--- src/rtl/phase_gen_tdm.sv ---
// Time-multiplexed phase generator: one channel per cycle through a 5-cycle fetch/vibrato/
// increment/accumulate pipeline sharing a single phase-accumulator array.
module phase_gen_tdm #(
  parameter int NUM_CH          = 36,
  parameter int FNUM_WIDTH      = 10,
  parameter int BLOCK_WIDTH     = 3,
  parameter int MULT_WIDTH      = 4,
  parameter int PHASE_ACC_WIDTH = 19,
  parameter int PHASE_OUT_WIDTH = 10,
  parameter int VIB_INDEX_WIDTH = 13,
  localparam int CH_W           = $clog2(NUM_CH)
) (
  input  logic                       clk,
  input  logic                       reset,
  input  logic                       sample_clk_en,
  output logic                       rd_en,
  output logic [CH_W-1:0]            rd_ch,
  input  logic [FNUM_WIDTH-1:0]      fnum,
  input  logic [BLOCK_WIDTH-1:0]     block,
  input  logic [MULT_WIDTH-1:0]      mult,
  input  logic                       vib,
  input  logic                       dvb,
  input  logic                       key_on,
  output logic                       phase_valid,
  output logic [CH_W-1:0]            phase_ch,
  output logic [PHASE_OUT_WIDTH-1:0] phase_out,
  output logic                       busy,
  output logic                       overrun
);

  localparam logic [CH_W-1:0] LAST_CH = CH_W'(NUM_CH - 1);
  localparam int SH_W   = FNUM_WIDTH + (1 << BLOCK_WIDTH) - 1;
  localparam int PROD_W = SH_W + 5;
  localparam int SUM_W  = FNUM_WIDTH + 2;
  localparam logic signed [SUM_W-1:0] FNUM_MAX = SUM_W'((1 << FNUM_WIDTH) - 1);
  // Doubled multiple so mult=0 (x0.5) stays integral; halved again after the product.
  localparam logic [4:0] M2_TAB [16] = '{5'd1, 5'd2, 5'd4, 5'd6, 5'd8, 5'd10, 5'd12, 5'd14,
                                         5'd16, 5'd18, 5'd20, 5'd20, 5'd24, 5'd24, 5'd30, 5'd30};

  function automatic logic [FNUM_WIDTH-1:0] sat_fnum(input logic signed [SUM_W-1:0] s);
    if (s < 0) return '0;
    if (s > FNUM_MAX) return '1;
    return s[FNUM_WIDTH-1:0];
  endfunction

  function automatic logic [FNUM_WIDTH-1:0] vib_fnum(input logic [FNUM_WIDTH-1:0] f,
                                                     input logic en, input logic idx_hi,
                                                     input logic dv, input logic neg);
    logic signed [SUM_W-1:0] d;
    d = $signed({2'b00, f >> 7});
    if (idx_hi) d = d >>> 1;
    if (!dv) d = d >>> 1;
    if (neg) d = -d;
    if (!en) d = '0;
    return sat_fnum($signed({2'b00, f}) + d);
  endfunction

  function automatic logic [PHASE_ACC_WIDTH-1:0] calc_inc(input logic [FNUM_WIDTH-1:0] f,
                                                          input logic [BLOCK_WIDTH-1:0] b,
                                                          input logic [4:0] m2);
    logic [PROD_W-1:0] p;
    p = PROD_W'(f) << b;
    p = p * PROD_W'(m2);
    return PHASE_ACC_WIDTH'(p >> 1);
  endfunction

  logic [VIB_INDEX_WIDTH-1:0] vib_idx;
  logic                       vld_p0, vld_p1, vld_p2, vld_p3;
  logic [CH_W-1:0]            ch_p0, ch_p1, ch_p2, ch_p3;
  logic [FNUM_WIDTH-1:0]      fnum_p1, fnum_v_p2;
  logic [BLOCK_WIDTH-1:0]     block_p1, block_p2;
  logic [MULT_WIDTH-1:0]      mult_p1;
  logic [4:0]                 m2_p2;
  logic                       vib_p1, dvb_p1, key_on_p1, key_on_p2, key_on_p3;
  logic [PHASE_ACC_WIDTH-1:0] inc_p3, acc_sum;
  logic [PHASE_ACC_WIDTH-1:0] acc [NUM_CH];
  logic [NUM_CH-1:0]          key_on_prev;

  always_ff @(posedge clk) begin
    if (reset) begin
      rd_en   <= 1'b0;
      rd_ch   <= '0;
      busy    <= 1'b0;
      overrun <= 1'b0;
      vib_idx <= '0;
      vld_p0  <= 1'b0;
      vld_p1  <= 1'b0;
      vld_p2  <= 1'b0;
      vld_p3  <= 1'b0;
    end else begin
      overrun <= sample_clk_en && busy;
      if (sample_clk_en && !busy) begin
        busy    <= 1'b1;
        rd_en   <= 1'b1;
        rd_ch   <= '0;
        vib_idx <= vib_idx + 1'b1;
      end else begin
        if (rd_en) begin
          if (rd_ch == LAST_CH) rd_en <= 1'b0;
          else rd_ch <= rd_ch + 1'b1;
        end
        if (phase_valid && phase_ch == LAST_CH) busy <= 1'b0;
      end
      vld_p0 <= rd_en;
      vld_p1 <= vld_p0;
      vld_p2 <= vld_p1;
      vld_p3 <= vld_p2;
    end
  end

  always_ff @(posedge clk) begin
    // p0: register file answers the fetch issued last cycle
    ch_p0     <= rd_ch;
    // p1: capture channel parameters
    ch_p1     <= ch_p0;
    fnum_p1   <= fnum;
    block_p1  <= block;
    mult_p1   <= mult;
    vib_p1    <= vib;
    dvb_p1    <= dvb;
    key_on_p1 <= key_on;
    // p2: vibrato-adjusted fnum and multiple lookup
    ch_p2     <= ch_p1;
    fnum_v_p2 <= vib_fnum(fnum_p1, vib_p1, vib_idx[VIB_INDEX_WIDTH-2 -: 2] == 2'b11, dvb_p1,
                          vib_idx[VIB_INDEX_WIDTH-1]);
    block_p2  <= block_p1;
    m2_p2     <= M2_TAB[mult_p1];
    key_on_p2 <= key_on_p1;
    // p3: phase increment
    ch_p3     <= ch_p2;
    inc_p3    <= calc_inc(fnum_v_p2, block_p2, m2_p2);
    key_on_p3 <= key_on_p2;
  end

  assign acc_sum = acc[ch_p3] + inc_p3;

  // p4: accumulate or restart on key-on rising edge, and present the phase
  always_ff @(posedge clk) begin
    if (reset) begin
      for (int i = 0; i < NUM_CH; i++) acc[i] <= '0;
      key_on_prev <= '0;
      phase_valid <= 1'b0;
      phase_ch    <= '0;
      phase_out   <= '0;
    end else begin
      phase_valid <= vld_p3;
      if (vld_p3) begin
        key_on_prev[ch_p3] <= key_on_p3;
        phase_ch           <= ch_p3;
        if (key_on_p3 && !key_on_prev[ch_p3]) begin
          acc[ch_p3] <= '0;
          phase_out  <= '0;
        end else begin
          acc[ch_p3] <= acc_sum;
          phase_out  <= acc_sum[PHASE_ACC_WIDTH-1 -: PHASE_OUT_WIDTH];
        end
      end
    end
  end

endmodule
--- config.mk ---
export PLATFORM = sky130hd
export DESIGN_NAME = phase_gen_tdm
export DESIGN_NICKNAME = d
export VERILOG_FILES = /design/src/rtl/phase_gen_tdm.sv
export SDC_FILE = /design/constraint.sdc
export NUM_CORES = 2
export LEC_CHECK = 0
export CAP_MARGIN = 0
export CORE_ASPECT_RATIO = 0.8
export CORE_UTILIZATION = 45
export CTS_BUF_LIST = sky130_fd_sc_hd__clkbuf_16
export DETAILED_ROUTE_END_ITERATION = 6
export GPL_TIMING_DRIVEN = 1
export SETUP_SLACK_MARGIN = 0.5
export SLEW_MARGIN = 25
export SYNTH_ARGS = -nofsm -noshare
export SYNTH_HDL_FRONTEND = slang
export SYNTH_SLANG_ARGS = --single-unit
--- constraint.sdc ---
create_clock -name clk -period 5.1 [get_ports clk]
set_input_delay 1.02 -clock clk [delete_from_list [all_inputs] [get_ports clk]]
set_output_delay 1.02 -clock clk [all_outputs]
set_load 0.005 [all_outputs]
**Yosys cells after proc, flatten, opt, wreduce, memory -nomap -nowiden**

Memory sizes are Yosys's and may differ from the RTL's. A register that Yosys moved wholly into a read port is not among the register bits.
Index checks and enable logic that the tools add are counted.

- Bits in registers: 157
- Bits in writable memories: 684
- ROM bits: 80
- Input port bits: 23
- Output and inout port bits: 26
- Logic and storage cells: 94
- Memories kept: 2

- Add/sub/neg operators: 5
- Multipliers: 1
- $lt $le $gt $ge: 4
- Eq/ne operators: 3
- Shifts and indexed selects: 1
- Multiplexer cells: 36
- Bitwise operators: 3
- Reductions and logical operators: 11

Memories:

| memory | words | bits a word | read ports | clocked after Yosys merged registers in | write ports | RTL line | RTL |
|---|---|---|---|---|---|---|---|
| acc | 36 | 19 | 1 | 1 | 36 | 76 | `logic [PHASE_ACC_WIDTH-1:0] acc [NUM_CH];` |
| (no name shown) | 16 | 5 | 1 | 1 | 0 | 127 | `m2_p2 <= M2_TAB[mult_p1];` |

Operators by type and width:

| operator | number |
|---|---|
| 2-to-1 mux 10 bit | 5 |
| 2-to-1 mux 19 bit | 2 |
| bitwise mux 36 bit | 1 |
| 2-to-1 mux 12 bit | 2 |
| multiplier 22 x 5 -> 20 bit | 1 |
| << shifter 10 x 3 -> 22 bit | 1 |
| 2-to-1 mux 1 bit | 21 |
| adder 19 bit | 1 |
| OR reduction 19 bit | 1 |
| adder 13 x 1 -> 13 bit (second input constant) | 1 |
| adder 11 x 12 -> 12 bit | 1 |
| equality test 6 bit (second input constant) | 2 |
| greater-than comparator 12 x 11 -> 1 bit (second input constant) | 1 |
| < comparator 12 x 1 -> 1 bit (second input constant) | 1 |
| negation 12 bit | 1 |
| 2-to-1 mux 11 bit | 1 |
| < comparator 6 x 7 -> 1 bit (second input constant) | 1 |
| adder 6 x 1 -> 6 bit (second input constant) | 1 |
| binary-select mux 1 bit (select 6 bit) | 1 |
| demux 1 bit (select 6 bit) | 1 |
| greater-or-equal comparator 6 x 1 -> 1 bit (second input constant) | 1 |
| 2-to-1 mux 6 bit | 1 |
| logical AND 1 bit | 5 |
| inverter 4 -> 5 bit | 1 |
| 8 further kinds | 9 |

**Depth between registers and ports, before layout**

- Depth after elaboration: 12
- Mapped depth: 23
- Gate-level depth less buffers: 20

**Worst setup path before layout**

No wires, ideal clock.

- Path kind: reg-to-reg
- From: register ch_p3[2]
- To: memory acc[36][11] (data pin)
- Setup time: 0.332 ns
- Arrival: 5.078 ns
- Path slack: -0.310 ns
- Cell stages (with the launch flop): 23
- Buffers on the path: 8
- Cell sequence: dfxtp_1 buf_6 buf_6 buf_6 nor3_1 clkbuf_1 clkbuf_1 buf_1 a22oi_1 a41oi_1 a21oi_1 nand4_1 ha_1 a211oi_1 o21ai_0 a2111oi_2 o31ai_1 a21oi_1 xnor2_1 nand2_1 buf_2 buf_1 nor2_1

RTL lines:

| element | RTL line | RTL |
|---|---|---|
| start, declared | 69 | `logic [CH_W-1:0] ch_p0, ch_p1, ch_p2, ch_p3;` |
| start signal, assigned | 130 | `ch_p3 <= ch_p2;` |
| end, declared | 76 |  |

==> metrics <==
status finished, final reports clean; initial antenna violation count 1; power after layout 0.0254 W; Worst Path Required 5.62 ns; Post-Syn Area 57,000 sq um; worst slew pin tran 1.46 ns; overall routed net length 197 mm; DR pass1 iterations 6; crit path to acc[10][17]; Max-Slew Margin vs Limit 0.0269; CTS buffer count 138; total gr overflow 0; row count 116; ys async rst share 0; CTS HTree Levels 4; Peak supply drop 0.000356 V; clock root cell clkbuf_16; Mapped Cells 4,244; post-layout min period 4.86 ns; Core Area 125,000 sq um; FMAX 206 MHz; Clock Sinks 1,378; critical path peak fanout 8; DRC viols 0; gp weighted congestion 0.998; PortBufs 48; unrepaired setup endpoints after global routing yes; endpoints failing setup 0; number of global-route vias before repair 36.7k; Reg clk slew, reported paths 0.07 ns; initial drt markers 5,332; Fin Hold WS 0.322 ns; syn_nets 4,370; power per cell area 352 nW/um^2; Via density 6.23; CP arrival 5.38 ns; Max-Cap Viols 0; Lkg Pwr 24.8 nW; Hold Crit Class register to register; CP startpoint ch_p3[1]; I/O pin cnt 49; reg2reg path depth 20; GRT Overall Usage 0.286; worst reg2reg path startpoint ch_p3[1]; sequential share of the synthesized area 0.697; Layout Nets 4,797; Final Cycle Share 0.953; yosys synthesis warning count 0; Final ANT Viol Nets 0; CTS tree done; critical path type register to register; Crit. End Element register; first-pass GRT wire length 264 mm; hold_buf cts 0; HP Start ch_p1[1]; WL/cell 30.5 um; DR vias 40.1k; unique cell type count in the Yosys netlist 77; syn avg cell area 13.4 sq um; Seq cells post-synth 1,378; post-DP HPWL 115 mm; Final Core Density 0.575; Die ar. 128,000 sq um; clk buf depth 3; die height 320 um; top_reg_cell synth edfxtp_1; Syn-to-layout area delta 26.4%; fraction of layout cells with a size suffix above 1 0.267; max-slew violations 0; R2R Setup Slk 0.24 ns; largest net degree at the start of global routing 60; Final Skew 0.0303 ns; Final Hold Vio Count 0; clk_lat worst skew 0.79 ns; reg-to-reg critical path endpoint acc[10][17]; initial core utilization 0.455; Horiz. Die Dim 400 um; EDFF count, synth 1,216; Worst setup SP type register
placed cells by master, fill, tap and decap left out, types with 49 or more instances in the layout:
cell       instances
edfxtp_1        1216
nor2_1           515
a22oi_1          435
buf_4            350
clkbuf_16        185
nand2_1          160
nor2_4           160
dfxtp_1          156
inv_1            136
buf_12           102
a21oi_1           76
a22o_1            72
nand4_1           65
nor2_2            57
nand3_1           49
a221oi_1          49
what timing repair did:
action                     4_1_cts  5_1_grt
setup endpoints to repair      653      883
pin swaps                       42      235
cloned                           5       49
setup buffers                   45      100
resized for setup              109      606
power by group:
group | switching (W) | internal, W
registers | 0.000199 | 0.0124
clock network | 0.00440 | 0.00575
logic | 0.00142 | 0.00112
cell families after synthesis:
family | count (synthesis) | synth area share
and+or+nand+nor | 1283 | 0.103
AOI/OAI and AO/OA | 919 | 0.118
DFF | 1378 | 0.697
xor gates and xnor gates | 57 | 0.00875
buffers and inverters | 446 | 0.0329
adders and majority gates | 103 | 0.0286
muxes | 58 | 0.0123
cell usage after synthesis (all sizes together), types with 7 or more instances:
cell type,count,share of area
edfxtp,1216,0.64
nor2,732,0.052
a22oi,460,0.061
clkbuf,207,0.014
nand2,178,0.012
dfxtp,162,0.057
inv,125,0.0082
a21oi,114,0.010
buf,113,0.011
a22o,72,0.011
nor3,72,0.0064
nand4,65,0.0071
a221oi,64,0.0098
nand3,61,0.0054
ha,57,0.013
nand2b,49,0.0054
fa,46,0.016
a31oi,45,0.0049
o21ai,37,0.0032
a41oi,36,0.0057
mux2i,36,0.0063
nor2b,34,0.0037
xnor2,32,0.0049
o22ai,29,0.0032
and2,27,0.0030
xor2,25,0.0038
and3,16,0.0018
mux2,14,0.0028
a21o,11,0.0014
or3,11,0.0012
nor4,9,0.00099
mux4,8,0.0032
nand3b,8,0.0011
o211ai,7,0.0010
or2,7,0.00077
flip-flops by register name, indices dropped and copies added (netlist names), 4 cells and up:
name	cells
acc	1216
key_on_prev	36
inc_p3	19
vib_idx	13
fnum_p1	10
fnum_v_p2	10
phase_out	10
ch_p0	6
ch_p1	6
ch_p2	6
ch_p3	6
phase_ch	6
rd_ch	6
m2_p2	5
mult_p1	4
critical path, stage by stage (launching register included):
cell and delay, ns:
dfxtp_4 0.38, buf_6 0.14, and3b_4 0.28, buf_12 0.20, a22o_1 0.24, a221oi_2 0.18, nand3_1 0.22, a22oi_2 0.36
nand4_1 0.25, ha_4 0.25, nor3_4 0.18, o21ai_2 0.10, a2111oi_4 0.41, buf_4 0.19, nor4_4 0.04, o211a_1 0.26
or3_4 0.38, nand3_4 0.16, buf_12 0.16, clkbuf_16 0.15, nor2_1 0.04
routing by layer:
| metal | track usage | part of all wire | vias up |
|---|---|---|---|
| li1 | - | - | 16904 |
| met1 | 0.425 | 0.40 | 20223 |
| met2 | 0.405 | 0.43 | 2597 |
| met3 | 0.0711 | 0.13 | 333 |
| met4 | 0.102 | 0.034 | 2 |
| met5 | 0 | 0.000066 | - |
per-stage QoR:
stage | setup TNS (ns) | cells | instance area [sq um] | setup slack (ns)
2_1_floorplan | 0 | 4244 | 57300 | 0.502
3_3_place_gp | -0.0185 | 5984 | 61900 | -0.0185
3_5_place_dp | 0 | 5984 | 61900 | 0.0289
4_1_cts | 0 | 6284 | 67400 | 0.443
5_1_grt | 0 | 6433 | 72100 | 0.215
6_report | 0 | 6434 | 72100 | 0.240
how the worst min path moves through the flow:
stage,to,slack (ns),depth (start not counted)
5_1_grt,ch_p3[0],0.33,0
6_report,ch_p2[1],0.32,0
4_1_cts,ch_p3[0],0.33,0
3_3_place_gp,ch_p2[5],0.31,0
2_1_floorplan,ch_p3[2],0.31,0
3_5_place_dp,ch_p3[4],0.31,0
cell type report:
type                       instances  area, sq um
antenna                            1         2.50
timing repair inverter             2         27.5
inverter                         126          515
multi-input combinational       2422        18200
sequential                      1378        39800
clock inverter                   104          811
fill                            9908        53300
clock buffer                     146         3650
timing repair buffer             603         7060
tap                             1652         2070
Power figures use the tool's default switching activity.
